===== src/rtl/btn_pkg.sv =====
// btn_pkg: shared FSM state type and counter-width helper for the button debouncer
package btn_pkg;
  typedef enum logic [1:0] {ST_IDLE, ST_PRESSED, ST_HELD} btn_state_e;
  function automatic int cnt_w(input int max_v);
    return (max_v < 1) ? 1 : $clog2(max_v + 1);
  endfunction
endpackage


===== src/rtl/btn_debounce_ch.sv =====
// btn_debounce_ch: one button's synchronizer, debouncer and press/long/repeat FSM
module btn_debounce_ch
  import btn_pkg::*;
#(
  parameter int DEBOUNCE_MS = 20,
  parameter int LONG_MS     = 1000,
  parameter int REPEAT_MS   = 200,
  parameter int REPEAT_EN   = 1,
  parameter int ACTIVE_LOW  = 0
) (
  input  logic clk_1khz,
  input  logic rst,
  input  logic btn_in,
  output logic btn_level,
  output logic press_pulse,
  output logic release_pulse,
  output logic long_pulse,
  output logic repeat_pulse
);
  localparam int DW = cnt_w(DEBOUNCE_MS - 1);
  localparam int HW = cnt_w(((LONG_MS > REPEAT_MS) ? LONG_MS : REPEAT_MS) - 1);
  localparam logic [DW-1:0] DB_TC   = DW'(DEBOUNCE_MS - 1);
  localparam logic [HW-1:0] LONG_TC = HW'(LONG_MS - 1);
  localparam logic [HW-1:0] REP_TC  = HW'(REPEAT_MS - 1);
  logic [1:0] sync;
  logic [DW-1:0] db_cnt;
  logic [HW-1:0] hold_cnt;
  btn_state_e state;
  logic btn_s, flip, press_ev, rel_ev, long_tc, rep_tc;
  assign btn_s    = sync[1] ^ (ACTIVE_LOW != 0);
  assign flip     = (btn_s != btn_level) && (db_cnt == DB_TC);
  assign press_ev = flip && btn_s;
  assign rel_ev   = flip && !btn_s;
  assign long_tc  = (state == ST_PRESSED) && (hold_cnt == LONG_TC);
  assign rep_tc   = (state == ST_HELD) && (REPEAT_EN != 0) && (hold_cnt == REP_TC);
  // A release on a terminal-count edge wins: only release_pulse is reported.
  always_ff @(posedge clk_1khz)
    if (rst) begin
      sync          <= '0;
      db_cnt        <= '0;
      hold_cnt      <= '0;
      state         <= ST_IDLE;
      btn_level     <= 1'b0;
      press_pulse   <= 1'b0;
      release_pulse <= 1'b0;
      long_pulse    <= 1'b0;
      repeat_pulse  <= 1'b0;
    end else begin
      sync          <= {sync[0], btn_in};
      db_cnt        <= (btn_s == btn_level || flip) ? '0 : db_cnt + 1'b1;
      btn_level     <= flip ? btn_s : btn_level;
      press_pulse   <= press_ev;
      release_pulse <= rel_ev;
      long_pulse    <= long_tc && !rel_ev;
      repeat_pulse  <= rep_tc && !rel_ev;
      state         <= rel_ev ? ST_IDLE : press_ev ? ST_PRESSED : long_tc ? ST_HELD : state;
      hold_cnt      <= (press_ev || long_tc || rep_tc) ? '0 :
                       (state == ST_PRESSED || (state == ST_HELD && REPEAT_EN != 0)) ? hold_cnt + 1'b1 : hold_cnt;
    end
endmodule


===== src/rtl/btn_debounce_multi.sv =====
// btn_debounce_multi: N_CH independent debounced buttons with press/release/long/repeat pulses
module btn_debounce_multi #(
  parameter int N_CH        = 4,
  parameter int DEBOUNCE_MS = 20,
  parameter int LONG_MS     = 1000,
  parameter int REPEAT_MS   = 200,
  parameter int REPEAT_EN   = 1,
  parameter int ACTIVE_LOW  = 0
) (
  input  logic            clk_1khz,
  input  logic            rst,
  input  logic [N_CH-1:0] btn_in,
  output logic [N_CH-1:0] btn_level,
  output logic [N_CH-1:0] press_pulse,
  output logic [N_CH-1:0] release_pulse,
  output logic [N_CH-1:0] long_pulse,
  output logic [N_CH-1:0] repeat_pulse
);
  for (genvar i = 0; i < N_CH; i++) begin : g_ch
    btn_debounce_ch #(
      .DEBOUNCE_MS(DEBOUNCE_MS),
      .LONG_MS    (LONG_MS),
      .REPEAT_MS  (REPEAT_MS),
      .REPEAT_EN  (REPEAT_EN),
      .ACTIVE_LOW (ACTIVE_LOW)
    ) u_ch (
      .clk_1khz     (clk_1khz),
      .rst          (rst),
      .btn_in       (btn_in[i]),
      .btn_level    (btn_level[i]),
      .press_pulse  (press_pulse[i]),
      .release_pulse(release_pulse[i]),
      .long_pulse   (long_pulse[i]),
      .repeat_pulse (repeat_pulse[i])
    );
  end
endmodule


===== config.mk =====
export PLATFORM = sky130hd
export DESIGN_NAME = btn_debounce_multi
export DESIGN_NICKNAME = d
export VERILOG_FILES = /design/src/rtl/btn_pkg.sv /design/src/rtl/btn_debounce_ch.sv /design/src/rtl/btn_debounce_multi.sv
export SDC_FILE = /design/constraint.sdc
export NUM_CORES = 1
export LEC_CHECK = 0
export BUFFER_PORTS_ARGS = -buffer_cell sky130_fd_sc_hd__buf_4
export CAP_MARGIN = 40
export CORE_MARGIN = 1.5
export CORE_UTILIZATION = 30
export CTS_CLUSTER_DIAMETER = 50
export DETAILED_ROUTE_END_ITERATION = 10
export PLACE_DENSITY = 0.49
export RECOVER_POWER = 100
export SLEW_MARGIN = 20
export SYNTH_ARGS = -nofsm -noshare
export SYNTH_HDL_FRONTEND = slang
export SYNTH_SLANG_ARGS = --single-unit
export TNS_END_PERCENT = 30

===== constraint.sdc =====
create_clock -name clk_1khz -period 1.95 [get_ports clk_1khz]
set_clock_uncertainty 0.05 [all_clocks]
set_input_delay 0.195 -clock clk_1khz [delete_from_list [all_inputs] [get_ports clk_1khz]]
set_output_delay 0.195 -clock clk_1khz [all_outputs]
set_load 0.02 [all_outputs]

==> results of run 1 <==
logic make-up (layout without fill, tap and decap cells):
group / count (synthesis) / after routing / synth area share [%]
multiplexers: 4 / 4 / 0.9709
adder cells (fa/ha/maj): 16 / 16 / 4.854
flip-flops: 96 / 96 / 46.60
XOR/XNOR: 52 / 52 / 11.04
AO/OA/AOI/OAI: 24 / 24 / 4.794
AND/OR/NAND/NOR: 195 / 195 / 26.06
buffers and inverters: 42 / 58 / 5.673
worst max path at each step:
stage	start	end	slack, ns	cells after the start
CTS	g_ch[2].u_ch.state[0]	g_ch[2].u_ch.hold_cnt[9]	0.19	6
finish	g_ch[2].u_ch.state[0]	g_ch[2].u_ch.hold_cnt[2]	0.18	6
detailed placement	g_ch[2].u_ch.state[0]	g_ch[2].u_ch.hold_cnt[9]	0.20	6
floorplan	g_ch[1].u_ch.state[0]	g_ch[1].u_ch.hold_cnt[9]	0.29	7
global route	g_ch[1].u_ch.state[0]	g_ch[1].u_ch.hold_cnt[6]	0.02	6
global placement	g_ch[2].u_ch.state[0]	g_ch[2].u_ch.hold_cnt[9]	0.25	6
through the flow:
stage	hold WS, ns	power, mW	worst slack, ns	std cells
2_1_floorplan	0.2732	2.064	0.2887	429
3_3_place_gp	0.3668	2.087	0.2506	606
3_5_place_dp	0.3693	2.087	0.1989	606
4_1_cts	0.009136	3.728	0.1917	621
5_1_grt	0.02504	3.800	0.01945	621
6_report	0.01846	3.655	0.1839	621
cell usage after synthesis (4+ instances only):
cell       n
a21oi_1    7
clkbuf_1   6
xnor2_1   27
xor2_1    25
nor2_1    63
nor4bb_1   4
nor3_1    25
nand2_1   19
a21oi_2    4
nand3_1   18
or2_1      4
ha_1      16
or3_1      4
nand2b_1   6
mux2i_1    4
buf_4     20
inv_1     15
dfxtp_1   96
nand4_1    8
nand4b_1   6
nor2b_1   13
state kept, by name, summed over array words and instances, names as in the netlist:
| signal | cells |
|---|---|
| g_ch.u_ch.repeat_pulse | 4 |
| g_ch.u_ch.long_pulse | 4 |
| g_ch.u_ch.hold_cnt | 40 |
| g_ch.u_ch.btn_level | 4 |
| g_ch.u_ch.release_pulse | 4 |
| g_ch.u_ch.sync | 8 |
| g_ch.u_ch.db_cnt | 20 |
| g_ch.u_ch.press_pulse | 4 |
| g_ch.u_ch.state | 8 |
per-layer routing:
layer	vias up	global-route usage [%]	wire [um]
li1	1458	-	-
met1	1281	12.49	3400
met2	25	15.82	2986
met3	14	2.264	224
met4	0	6.838	210
met5	-	0	0
power breakdown:
group	switching, mW	total (mW)	internal [mW]
logic	0.0374	0.0606	0.0232
registers	0.00705	1.98	1.97
clock network	0.686	1.62	0.929
total	0.731	3.65	2.92
layout by cell type, fill, tap and decap left out, types with 4 or more instances in the layout:
cell       count
nand3_1       18
inv_1         15
or2_1          4
nor2b_1       13
nand4b_1       6
ha_1          16
or3_1          4
clkbuf_16      9
mux2i_1        4
xor2_1        25
dfxtp_1       96
a21oi_2        4
buf_4          7
xnor2_1       27
nor3_1        25
nor4bb_1       4
nor2_1        63
nand4_1        8
nand2_1       19
nand2b_1       6
a21oi_1        7
clkbuf_1      25
layout make-up:
| class | instances | area, um^2 | share of cell area (%) |
|---|---|---|---|
| sequential | 96 | 1922 | 42.37 |
| tap | 176 | 220.2 | 4.855 |
| clock buffer | 15 | 267.8 | 5.903 |
| inverter | 15 | 56.30 | 1.241 |
| multi-input combinational | 291 | 1938 | 42.73 |
| timing repair buffer | 28 | 131.4 | 2.897 |
==> qor.yml, run 1 <==
timing:
  fin_crit_sh_pct: 90.57
  drv_slew: 0
  finalSetupViolCount: 0
  fin_setup_tns_ns: 0
  tightestPinTransition_ns: 1.482
  maxSlewHeadroom_pct: 1.185
  rsz0062_at_grt: "false"
  hold_viol_final: 0
  clock.fmax_mhz: 566.2
  period_needed_ns: 1.766
worst_hold_path:
  holdPathStages: 2
  hp-class: "input port to flip-flop"
  min_from: "btn_in[1]"
  min_to: "g_ch[1].u_ch.sync[0]"
critical_path:
  crit_family: "simple AND/OR/NAND/NOR gates"
  critPathCaptureType: "flip-flop"
  reg2reg_setup_slack_ns: 0.18
  startpoint_type: "flip-flop"
  cp_cell_sequence: "inv_1 > ha_1 > or4b_1 > and2_0 > o21ai_2 > nor2_1"
  r2r-end: "g_ch[2].u_ch.hold_cnt[2]"
  path_class: "flip-flop to flip-flop"
  worstPathRequired_ns: 2.11
  cp_slowest_cell: "or4b_1"
  arrival_ns: 1.93
  max_stage_delay_ns: 0.44
  path_buf_inv: 1
  rr_worst_depth: 6
  crit_path_max_fanout: 10
  timing.rr.start: "g_ch[2].u_ch.state[0]"
floorplan:
  rows: 42
  boundaryPins: 26
  start_util_pct: 30.90
  die_x_um: 120.2
  core_mm2: 0.01335
  die_y_um: 120.2
  design.die.area_mm2: 0.01446
job:
  max_cap_viol_count: 0
finish:
  fillCellCount: 1400
  area_growth_pct: 9.982
  postLayoutCoreUtil_pct: 33.98
  antenna_cells: 0
  drive_gt1_share_pct: 7.640
  design_area_mm2: 0.004536
  layout.nets: 463
cts:
  clockBufferDepth: 2
  cts_tree: "built"
  cts-root-buf: "clkbuf_16"
  clk_pin_slew_worst_paths_ns: 0.06
  hold_buffers: 0
  clk_latency_ns: 0.34
  post_cts_buffers: 0
  htreeDepth: 3
  cts_sinks: 96
  numCtsBuffers: 9
  post_cts_resized: 0
global_route:
  antenna_found_initial: 0
  grt_overflow_total: 0
  grt_pass1_wl_um: 11770
  grt_pass1_vias: 2731
  grt_usage_pct: 10.13
  grt_max_degree: 36
synthesis:
  ys.flop_type: "dfxtp_1"
  synth_cell_types: 39
  netlist_area_mm2: 0.004124
  syn_area_per_cell_um2: 9.613
  synth-edff-count: 0
  syn_inst: 429
  seq_area_frac_synth_pct: 46.60
  ys_top_cells_by_area: "dfxtp_1 (47%), nor2_1 (5.7%), xnor2_1 (5.7%)"
  ys_ff_latch: 96
  yosysTopAreaCellShare_pct: 46.60
  syn_nets: 451
  synth_top_area_cell: "dfxtp_1"
  async_flop_share_pct: 0
  ys_warn_count: 0
placed_design:
  gp_congestion: 0.7575
  dpl_cell_area_mm2: 0.004377
  io_buffers: 25
  dp_hpwl_um: 4805
detailed_routing:
  drt_iter0_drc: 99
  first_pass_iters: 4
  postRouteWirelength_um: 6822
  routed_via_density: 4.473
  ant_nets: 0
  via_count: 2778
  drc: 0
  wl_per_cell_um: 10.99
status:
  status: "finished clean"
power_and_ir_drop:
  power.leakage_nw: 1.529
  peakVddDrop_mv: 0.3867
  power.density_mw_per_mm2: 805.8
No activity file was read; power rests on OpenSTA's default activity.
==> run 2: changes to the inputs <==
Settings changed: MAX_ROUTING_LAYER from default to met4, SKIP_LAST_GASP from default to 1, SLEW_MARGIN 20 to 0.
==> run 2 against run 1 <==
Effect of this change:
- clock power hardly changed
- critical path depth stayed put
- sequential cell count stayed put
- non-clock buffer count stayed put
- routed wire length hardly changed
==> qor.yml, run 2 (same netlist as run 1, synthesis figures left out) <==
status:
  status: "finished clean"
timing:
  fin_setup_tns_ns: 0
  maxSlewHeadroom_pct: 1.639
  hold_viol_final: 0
  tightestPinTransition_ns: 1.475
  setup_ws_ns: 0.1760
  period_needed_ns: 1.774
  rsz0062_at_grt: "false"
  clock.fmax_mhz: 563.7
  fin_crit_sh_pct: 90.98
  drv_slew: 0
  finalSetupViolCount: 0
finish:
  antenna_cells: 0
  regMostFlops: "g_ch.u_ch.hold_cnt"
  area_growth_pct: 9.982
  layout_commonest_cell: "dfxtp_1"
  drive_gt1_share_pct: 7.640
  layout.nets: 463
  mostFrequentLayoutCells: "dfxtp_1 (96), nor2_1 (63), xnor2_1 (27)"
  largest_reg_flops: 40
  instances_no_fill: 621
  reg_top3: "g_ch.u_ch.hold_cnt: 40 flops, g_ch.u_ch.db_cnt: 20 flops"
  postLayoutCoreUtil_pct: 33.98
placed_design:
  place_ws_ns: 0.1989
  dp_hpwl_um: 4805
  placed_cells: 606
  gp_congestion: 0.7674
  io_buffers: 25
global_route:
  grt_max_degree: 36
  antenna_found_initial: 0
  grt_pass1_wl_um: 11770
  grt_pass1_vias: 2729
  grt_overflow_total: 0
  grt_usage_pct: 10.42
cts:
  cts_sinks: 96
  numCtsBuffers: 9
  cts_tree: "built"
  clk_latency_ns: 0.34
  htreeDepth: 3
  post_cts_buffers: 0
  post_cts_resized: 0
  clk_pin_slew_worst_paths_ns: 0.06
  hold_buffers: 0
  clockBufferDepth: 2
  cts-root-buf: "clkbuf_16"
floorplan:
  die_x_um: 120.2
  core_mm2: 0.01335
  rows: 42
  start_util_pct: 30.90
  design.die.area_mm2: 0.01446
  die_y_um: 120.2
  boundaryPins: 26
worst_hold_path:
  hp-class: "input port to flip-flop"
detailed_routing:
  routed_via_density: 4.478
  drt_iter0_drc: 118
  ant_nets: 0
  postRouteWirelength_um: 6818
  first_pass_iters: 4
  via_count: 2781
  drc: 0
  wl_per_cell_um: 10.98
power_and_ir_drop:
  peakVddDrop_mv: 0.3862
  power.density_mw_per_mm2: 805.5
  power.leakage_nw: 1.529
critical_path:
  startpoint_type: "flip-flop"
  path_class: "flip-flop to flip-flop"
  crit_path_max_fanout: 10
  critPathCaptureType: "flip-flop"
  arrival_ns: 1.94
  worstPathRequired_ns: 2.11
job:
  max_cap_viol_count: 0
[run 2: cell counts in the layout (fill, tap and decap cells not counted)]
Identical to the previous run, type by type.
[run 2: area by class of cell]
type | count | area, um^2
Clock buffer | 15 | 267.8
Fill cell | 1400 | 8812
Inverter | 15 | 56.30
Multi-Input combinational cell | 291 | 1938
Sequential cell | 96 | 1922
Tap cell | 176 | 220.2
Timing Repair Buffer | 28 | 131.4
[run 2: path summary, 6_finish.rpt]
| check | from | end | slack (ns) | depth (start not counted) |
|---|---|---|---|---|
| worst max-delay path | g_ch[2].u_ch.state[0] | g_ch[2].u_ch.hold_cnt[2] | 0.18 | 6 |
| worst min-delay path | btn_in[1] | g_ch[1].u_ch.sync[0] | 0.02 | 2 |
| worst max register to register | g_ch[2].u_ch.state[0] | g_ch[2].u_ch.hold_cnt[2] | 0.18 | 6 |
| worst min register to register | g_ch[1].u_ch.sync[0] | g_ch[1].u_ch.sync[1] | 0.39 | 1 |
[run 2: power breakdown]
part / leakage, nW / switching (mW) / internal, mW
Clock: 0.130 / 0.685 / 0.929
Combinational: 0.625 / 0.0374 / 0.0232
Sequential: 0.775 / 0.00705 / 1.97
Total: 1.53 / 0.729 / 2.92
[run 2: stage by stage]
stage | cell area [um^2] | hold WS (ns) | power, mW
2_1_floorplan | 4124 | 0.2732 | 2.064
3_3_place_gp | 4377 | 0.3668 | 2.087
3_5_place_dp | 4377 | 0.3693 | 2.087
4_1_cts | 4644 | 0.009136 | 3.728
5_1_grt | 4536 | 0.02504 | 3.800
6_report | 4536 | 0.01864 | 3.653
[run 2: layer usage]
layer / up-vias / part of all wire [%] / GRT usage [%]
met5: - / 0 / -
met4: 0 / 3.0 / 6.838
met3: 15 / 3.0 / 2.170
met2: 25 / 44 / 15.82
met1: 1282 / 50 / 12.54
li1: 1459 / - / -
[run 2: critical path, cell delays in order (launching register included)]
cell and delay (ns):
dfxtp_1 0.33, inv_1 0.06, ha_1 0.13, or4b_1 0.45, and2_0 0.16, o21ai_2 0.38
nor2_1 0.10
==> run 3: changes to the inputs <==
Settings changed: ABC_AREA from default to 1, SYNTH_HIERARCHICAL from default to 1.
Clock period 1.95 ns to 1.7 ns, I/O delays scaled along.
==> run 3 against run 2 <==
Effect of this change:
- sequential cell count stayed put
- synthesized area increased by 4.2%
- die area grew 4.1%
- worst setup slack worse by 0.064 ns
- register-to-register slack got worse by 0.06 ns
- clock-buffer cell count down 4
==> qor.yml, run 3 <==
status:
  status: "finished clean"
critical_path:
  worstPathRequired_ns: 1.89
  cp_slowest_cell: "dfxtp_1"
  arrival_ns: 1.78
  cp_cell_sequence: "inv_1 > ha_4 > inv_2 > nand2_1 > nor2_4 > clkbuf_4 > xor2_1 > nor2_1"
  path_buf_inv: 3
  path_class: "flip-flop to flip-flop"
  crit_path_max_fanout: 6
  max_stage_delay_ns: 0.37
  critPathCaptureType: "flip-flop"
  timing.rr.start: "g_ch[2].u_ch/state[0]"
  startpoint: "g_ch[2].u_ch/state[0]"
  crit_family: "flip-flops"
  startpoint_type: "flip-flop"
synthesis:
  synth_top_area_cell: "dfxtp_1"
  synth_cell_types: 20
  synth_common_cells: "nor2_1 (116), nand2_1 (108), dfxtp_1 (96)"
  seq_area_frac_synth_pct: 44.70
  ys.flop_type: "dfxtp_1"
  ys_warn_count: 6
  syn_area_per_cell_um2: 7.677
  async_flop_share_pct: 0
  syn_inst: 560
  yosysTopAreaCellShare_pct: 44.70
  yosysMostFrequentCell: "nor2_1"
  ys_ff_latch: 96
  ys_top_cells_by_area: "dfxtp_1 (45%), nor2_1 (10%), nand2_1 (9.4%)"
  syn_nets: 582
  netlist_area_mm2: 0.004299
  synth-edff-count: 0
finish:
  layout.nets: 624
  regMostFlops: "g_ch.u_ch/hold_cnt"
  mostFrequentLayoutCells: "nor2_1 (120), nand2_1 (110), dfxtp_1 (96), inv_1 (80), xor2_1 (32)"
  drive_gt1_share_pct: 10.21
  largest_reg_flops: 40
  instances_no_fill: 787
  area_growth_pct: 14.61
  layout_commonest_cell: "nor2_1"
  reg_top3: "g_ch.u_ch/hold_cnt: 40 flops, g_ch.u_ch/db_cnt: 20 flops"
  antenna_cells: 0
timing:
  finalSetupViolCount: 0
  tightestPinTransition_ns: 0.4655
  fin_crit_sh_pct: 93.41
  hold_viol_final: 0
  period_needed_ns: 1.588
  clock.fmax_mhz: 629.7
  fin_setup_tns_ns: 0
  rsz0062_at_grt: "false"
  maxSlewHeadroom_pct: 68.73
  drv_slew: 0
cts:
  clk_pin_slew_worst_paths_ns: 0.07
  clockBufferDepth: 2
  cts-root-buf: "clkbuf_16"
  cts_tree: "built"
  htreeDepth: 3
  clk_latency_ns: 0.35
  cts_sinks: 96
  numCtsBuffers: 9
power_and_ir_drop:
  combPwrFrac_pct: 2.1
  power.leakage_nw: 2.063
  power.switching_uw: 928.9
  peakVddDrop_mv: 0.4875
  power_frac_clock_pct: 44.5
  power.density_mw_per_mm2: 861.9
  p_seq_share_pct: 53.4
  p_sw_share_pct: 21.87
  power.internal_mw: 3.318
detailed_routing:
  first_pass_iters: 4
  routed.top_layer: "met4"
  postRouteWirelength_um: 7510
  wl_met3_um: 212
  routed_via_density: 4.221
  drt_iter0_drc: 193
  wl_met1_um: 3694
  wl_per_cell_um: 9.543
  via_count: 3322
  ant_nets: 0
  wl_met2_um: 3383
  drc: 0
global_route:
  antenna_found_initial: 0
  grt_overflow_total: 0
  grt_usage_pct: 11.26
  grt_pass1_wl_um: 13000
  grt_max_degree: 22
  grt_pass1_vias: 3095
floorplan:
  die_x_um: 122.7
  rows: 43
  start_util_pct: 30.85
  core_mm2: 0.01393
  die_y_um: 122.7
  design.die.area_mm2: 0.01506
  boundaryPins: 26
worst_hold_path:
  min_from: "rst"
  hp-class: "input port to flip-flop"
placed_design:
  gp_congestion: 0.7717
  io_buffers: 25
  dp_hpwl_um: 5365
  placed_cells: 766
job:
  max_cap_viol_count: 0
run 3: cell count changes after synthesis, moves of 8 or more:
| cell | previous run | this run |
|---|---|---|
| nand2_1 | 19 | 108 |
| inv_1 | 15 | 80 |
| nor2_1 | 63 | 116 |
| xnor2_1 | 27 | 0 |
| buf_4 | 20 | 0 |
| nor3_1 | 25 | 8 |
| nor2b_1 | 13 | 0 |
| nor2_2 | 0 | 12 |
| nand3_1 | 18 | 28 |
| nand2_2 | 0 | 8 |
| nand3_2 | 0 | 8 |
run 3: power by group through the flow:
stage	Sequential, mW	Combinational [mW]	Clock [mW]
floorplan	2.32	0.0526	0
detailed placement	2.32	0.0867	0
CTS	2.27	0.0945	1.98
global route	2.27	0.103	2.06
finish	2.27	0.0889	1.89
global placement	2.32	0.0867	0
run 3: logic make-up (layout without fill, tap and decap cells):
group                      Yosys count  after routing  share of synthesized area (%)
AOI/OAI and AO/OA                   16             16                          2.096
and+or+nand+nor                    308            308                          33.29
buffers and inverters               88            135                          7.800
DFF                                 96             96                          44.70
xor gates and xnor gates            32             32                          6.519
muxes                                4              4                         0.9314
adders and majority gates           16             16                          4.657
run 3: final timing paths:
check                                    end  slack, ns  depth (start not counted)
hold / removal    g_ch[1].u_ch/release_pulse       0.13                          2
setup / recovery    g_ch[2].u_ch/hold_cnt[3]       0.11                          8
setup reg to reg    g_ch[2].u_ch/hold_cnt[3]       0.11                          8
hold reg to reg         g_ch[3].u_ch/sync[1]       0.36                          2
run 3: final cells by class:
class,instances,area [um^2]
clock buffers,11,242.7
clock inverters,5,32.53
fillers,1472,9007
inverters,88,335.3
multi-input cells,376,2002
flip-flops and latches,96,1922
well taps,180,225.2
repair buffers,31,167.7
run 3: per-stage QoR:
stage / utilization [%] / power [mW] / setup slack [ns] / area [um^2] / hold WS (ns)
6_report: 35.36 / 4.247 / 0.1120 / 4927 / 0.1274
5_1_grt: 35.36 / 4.424 / 0.007784 / 4927 / 0.1313
4_1_cts: 36.13 / 4.339 / 0.1140 / 5035 / 0.1177
3_5_place_dp: 33.87 / 2.405 / 0.1287 / 4720 / 0.3285
3_3_place_gp: 33.87 / 2.404 / 0.1971 / 4720 / 0.3277
2_1_floorplan: - / 2.369 / 0.2743 / 4299 / 0.1912
run 3: per-layer routing:
metal	track usage (%)	vias up
li1	-	1794
met1	12.98	1484
met2	17.60	30
met3	2.556	14
met4	7.195	0
met5	-	-
run 3: repair_timing:
item,in CTS,in global routing
endpoints found under the hold margin,4,0
setup endpoints to repair,0,1
setup buffers,0,1
resized for setup,0,1
hold buffers,4,0
